$ cat src/rtl/lzd_share_arbiter.sv
// Round-robin shared leading-one detector: grants one requester at a time, encodes the
// captured operand's msb and normalisation shift, and holds the tagged result until accepted.
module lzd_share_arbiter #(
    parameter int unsigned NUM_REQ   = 4,
    parameter int unsigned TAG_W     = 2,
    parameter int unsigned WIDTH     = 106,
    parameter int unsigned WIDTH_LOG = 7
) (
    input  logic                       clk,
    input  logic                       rst,
    input  logic [NUM_REQ-1:0]         req_valid,
    input  logic [NUM_REQ*WIDTH-1:0]   req_data,
    output logic [NUM_REQ-1:0]         req_ready,
    output logic                       rsp_valid,
    input  logic                       rsp_ready,
    output logic [TAG_W-1:0]           rsp_id,
    output logic [WIDTH_LOG-1:0]       rsp_msb,
    output logic [WIDTH_LOG-1:0]       rsp_shift,
    output logic                       rsp_zero,
    output logic                       busy
);

    localparam int unsigned PadW = 1 << WIDTH_LOG;

    typedef enum logic [1:0] {StIdle, StEncode, StHold} state_e;

    state_e               state_q;
    logic [TAG_W-1:0]     last_grant_q;
    logic [TAG_W-1:0]     tag_q;
    logic [WIDTH-1:0]     op_q;
    logic                 rsp_valid_q;
    logic [TAG_W-1:0]     rsp_id_q;
    logic [WIDTH_LOG-1:0] rsp_msb_q;
    logic [WIDTH_LOG-1:0] rsp_shift_q;
    logic                 rsp_zero_q;

    logic                 found;
    logic [TAG_W-1:0]     winner;
    logic [PadW-1:0]      win;
    logic [WIDTH_LOG-1:0] msb;
    logic [WIDTH_LOG-1:0] shift;
    logic                 op_zero;

    // Scan from the farthest offset down so the nearest valid requester after last_grant wins.
    always_comb begin
        int unsigned idx;
        found  = 1'b0;
        winner = '0;
        idx    = 0;
        for (int unsigned i = NUM_REQ; i >= 1; i--) begin
            idx = (int'(last_grant_q) + i) % NUM_REQ;
            if (req_valid[idx]) begin
                found  = 1'b1;
                winner = TAG_W'(idx);
            end
        end
    end

    always_comb begin
        req_ready = '0;
        if (state_q == StIdle && found) begin
            req_ready[winner] = 1'b1;
        end
    end

    // Binary search: bits above the current window are always zero, so testing the
    // shifted-down value is enough to ask whether the upper half holds a one.
    always_comb begin
        win = PadW'(op_q);
        msb = '0;
        for (int l = int'(WIDTH_LOG) - 1; l >= 0; l--) begin
            if (|(win >> (1 << l))) begin
                msb[l] = 1'b1;
                win    = win >> (1 << l);
            end
        end
        op_zero = ~|op_q;
        shift   = op_zero ? WIDTH_LOG'(WIDTH) : WIDTH_LOG'(WIDTH - 1) - msb;
    end

    always_ff @(posedge clk) begin
        if (rst) begin
            state_q      <= StIdle;
            last_grant_q <= TAG_W'(NUM_REQ - 1);
            tag_q        <= '0;
            op_q         <= '0;
            rsp_valid_q  <= 1'b0;
            rsp_id_q     <= '0;
            rsp_msb_q    <= '0;
            rsp_shift_q  <= '0;
            rsp_zero_q   <= 1'b0;
        end else begin
            case (state_q)
                StIdle: begin
                    if (found) begin
                        op_q         <= req_data[winner*WIDTH +: WIDTH];
                        tag_q        <= winner;
                        last_grant_q <= winner;
                        state_q      <= StEncode;
                    end
                end
                StEncode: begin
                    rsp_msb_q   <= msb;
                    rsp_shift_q <= shift;
                    rsp_zero_q  <= op_zero;
                    rsp_id_q    <= tag_q;
                    rsp_valid_q <= 1'b1;
                    state_q     <= StHold;
                end
                StHold: begin
                    if (rsp_ready) begin
                        rsp_valid_q <= 1'b0;
                        state_q     <= StIdle;
                    end
                end
                default: state_q <= StIdle;
            endcase
        end
    end

    assign rsp_valid = rsp_valid_q;
    assign rsp_id    = rsp_id_q;
    assign rsp_msb   = rsp_msb_q;
    assign rsp_shift = rsp_shift_q;
    assign rsp_zero  = rsp_zero_q;
    assign busy      = (state_q != StIdle);

endmodule

$ cat config.mk
export PLATFORM = sky130hd
export DESIGN_NAME = lzd_share_arbiter
export DESIGN_NICKNAME = d
export VERILOG_FILES = /design/src/rtl/lzd_share_arbiter.sv
export SDC_FILE = /design/constraint.sdc
export NUM_CORES = 1
export LEC_CHECK = 0
export BUFFER_PORTS_ARGS = -buffer_cell sky130_fd_sc_hd__buf_2
export CORE_AREA = 2 2 179 181
export CTS_BUF_LIST = sky130_fd_sc_hd__clkbuf_8
export DETAILED_ROUTE_END_ITERATION = 8
export DIE_AREA = 0 0 181 183
export SKIP_CTS_REPAIR_TIMING = 1
export SLEW_MARGIN = 15
export SYNTH_ARGS = -nofsm -noshare
export SYNTH_HDL_FRONTEND = slang
export SYNTH_SLANG_ARGS = --single-unit
$ cat constraint.sdc
create_clock -name clk -period 8.8 [get_ports clk]
set_input_delay 1.32 -clock clk [delete_from_list [all_inputs] [get_ports clk]]
set_output_delay 1.32 -clock clk [all_outputs]
set_load 0.03 [all_outputs]
==> results.md <==
- WS Path Type: reg2reg
- Mean post-synth cell area: 7.06 um2
- Hold slack: 0.455 ns
- Register bit total from synthesis: 130
- Ant. Diodes: 0
- Unique masters post-synth: 79
- Share of cells above drive strength 1: 32.4%
- Drt first pass iters: 7
- Vias: 11100
- Final setup vio count: 0
- Clock Latency Late Sink: 0.45 ns
- I/O pin cnt: 454
- DR WL/cell: 19.2 um
- Vias in the first global route: 10500
- Hold Path Class: reg2reg
- Slew at the pin closest to its max-slew limit: 1.03 ns
- Relative slew margins: 31.5%
- P&R area growth vs syn: 31.9%
- Via density per instance: 5.36
- DRC Markers: 0
- Pwr Density: 212 mW/mm2
- Max FO, Critical Path: 19
- Final WL: 39900 um
- Core Util, Final: 38.5%
- H-tree depth: 4
- Pleak: 5.09 nW
- Filler cells: 3398
- Cts bufs inserted: 17
- Site Rows: 65
- Register area: 0.00260 mm2
- Yosys warns: 0
- Clock skew: 0.0106 ns
- Peak supply drop: 0.104 mV
- Min Tclk post-route: 5.23 ns
- Initial core utilization: 29.2%
- Placed cell area: 0.0115 mm2
- Final Max Tran Viols: 0
- Net Count, Synth: 1725
- Number of flops mapped to enable cells by yosys: 0
- Layout Cells excl Fill: 2071
- Initial antenna violation count: 1
- Setup TNS: 0 ns
- Top FF cell, synth: dfxtp_1
- Largest net degree at the start of global routing: 102
- HPWL after detailed placement: 31200 um
- First-pass GRT wire length: 60400 um
- Setup crit end kind: flip-flop
- Fin crit share: 59.5%
- CTS tree: done
- Fin worst setup slack: 3.57 ns
- Worst setup SP type: flip-flop
- Die area: 0.0331 mm2
- RSZ-0062 raised after global routing: no
- Net count reported at finish: 2088
- Die H: 183 um
- Final Hold Fails: 0
- Worst path required time: 9.16 ns
- # clock sinks: 130
- Die width: 181 um
- Dpl cells: 2039
- Core area: 0.0312 mm2
- RD Place Congestion: 0.950
- Clk root buf: clkbuf_8
- Mapped Cells: 1293
- Sequential-to-total area share from yosys stat: 28.5%
- Post-synth ARST share: 0%
- DRT iter0 DRCs: 697
- Longest Clk Path Bufs: 2
- Multi-input combinational cell area: 0.00606 mm2
- Worst-path clk slew: 0.08 ns
- Number of buffers added on ports: 453
- Final ANT Viol Nets: 0
- Gr usage total: 23.2%
- Power, Total: 2.55 mW
- Design area: 0.0120 mm2
- Gr ovfl total: 0
- Max Fclk: 191 MHz
- Max-Cap Viols: 0
- Dpl ws: 3.67 ns
- Worst Path Arrival: 5.59 ns
- Status: finished, final reports clean
- Mapped cell area: 0.00913 mm2
==> cell usage after synthesis (7+ instances only) <==
master,instances,area share [%]
a211oi_1,117,9.6
a21oi_1,150,8.2
a311oi_1,106,10
a31oi_1,7,0.48
and2_1,107,7.3
buf_1,12,0.49
clkbuf_1,103,4.2
dfxtp_1,130,29
nand2_1,236,9.7
nor2_1,152,6.3
nor3_1,18,0.99
nor4_1,21,1.4
o21ai_0,14,0.77
o21ai_1,7,0.38
==> flip-flops by register name, indices dropped and copies added, names as in the netlist <==
register	count
state_q	2
rsp_id	2
rsp_zero	1
last_grant_q	2
rsp_shift	7
rsp_msb	7
op_q	106
rsp_valid	1
tag_q	2
==> layout by cell type (no fill, tap or decap), types with 4 or more instances in the layout <==
cell type / n
nor4_1: 21
bufinv_16: 6
o31a_1: 4
a311oi_1: 106
nand3_1: 4
a21oi_1: 149
and2_1: 107
nand4_1: 4
nor3_1: 17
a211oi_1: 117
a31oi_1: 7
nand2_1: 236
inv_1: 6
o221ai_1: 4
o21ai_1: 7
nor2_1: 152
dfxtp_1: 130
nor4_4: 4
buf_4: 15
o21ai_0: 14
clkbuf_8: 20
and3_1: 4
buf_2: 452
nand2b_1: 4
==> final cells by class <==
| class | count | area share, % |
|---|---|---|
| Clock buffer | 20 | 2.29 |
| Multi-Input combinational cell | 1037 | 50.3 |
| Inverter | 3 | 0.0936 |
| Clock inverter | 12 | 1.76 |
| Sequential cell | 130 | 21.6 |
| Timing Repair Buffer | 467 | 19.7 |
| Tap cell | 402 | 4.18 |
==> power breakdown <==
part / switching, mW / internal, mW / leakage [nW] / total [mW]
Clock: 0.237 / 0.385 / 0.249 / 0.622
Combinational: 0.691 / 0.423 / 3.76 / 1.11
Sequential: 0.123 / 0.687 / 1.07 / 0.811
==> final timing paths <==
path | startpoint | to | slack, ns | cells past startpoint
hold / removal | rsp_id[1]$_SDFFE_PP0P_ | rsp_id[1]$_SDFFE_PP0P_ | 0.46 | 2
setup / recovery | op_q[101]$_SDFFE_PP0P_ | rsp_shift[5]$_SDFFE_PP0P_ | 3.57 | 15
setup reg to reg | op_q[101]$_SDFFE_PP0P_ | rsp_shift[5]$_SDFFE_PP0P_ | 3.57 | 15
hold reg to reg | rsp_id[1]$_SDFFE_PP0P_ | rsp_id[1]$_SDFFE_PP0P_ | 0.46 | 2
==> critical path, cell delays in order, from the launching register on <==
cell,delay [ns]
dfxtp_1,0.37
nor4_4,0.34
nand3_2,0.43
nor4_4,0.83
buf_4,0.37
a221oi_2,0.15
nor2_2,0.56
o21ai_1,0.23
nand2b_4,0.18
nor2_1,0.15
a221o_2,0.44
nor4_4,0.34
ha_1,0.24
o21ai_1,0.09
xnor2_1,0.16
a211oi_1,0.24
==> metal layers <==
| metal | wire length (um) | up-vias | part of all wire (%) | track usage [%] |
|---|---|---|---|---|
| li1 | - | 5484 | - | - |
| met1 | 17900 | 5225 | 45 | 30.3 |
| met2 | 19200 | 360 | 48 | 39.8 |
| met3 | 2140 | 35 | 5.4 | 4.21 |
| met4 | 633 | 2 | 1.6 | 5.33 |
| met5 | 13 | - | 0.033 | 0 |
==> kinds of logic after synthesis <==
| family | count (synthesis) | share of synthesized area (%) |
|---|---|---|
| AO/OA/AOI/OAI | 448 | 34.7 |
| XOR/XNOR | 2 | 0.192 |
| buffers and inverters | 126 | 5.55 |
| AND/OR/NAND/NOR | 586 | 30.9 |
| adder cells (fa/ha/maj) | 1 | 0.137 |
| flip-flops | 130 | 28.5 |
Note: power is estimated with default switching activity, not from simulation.
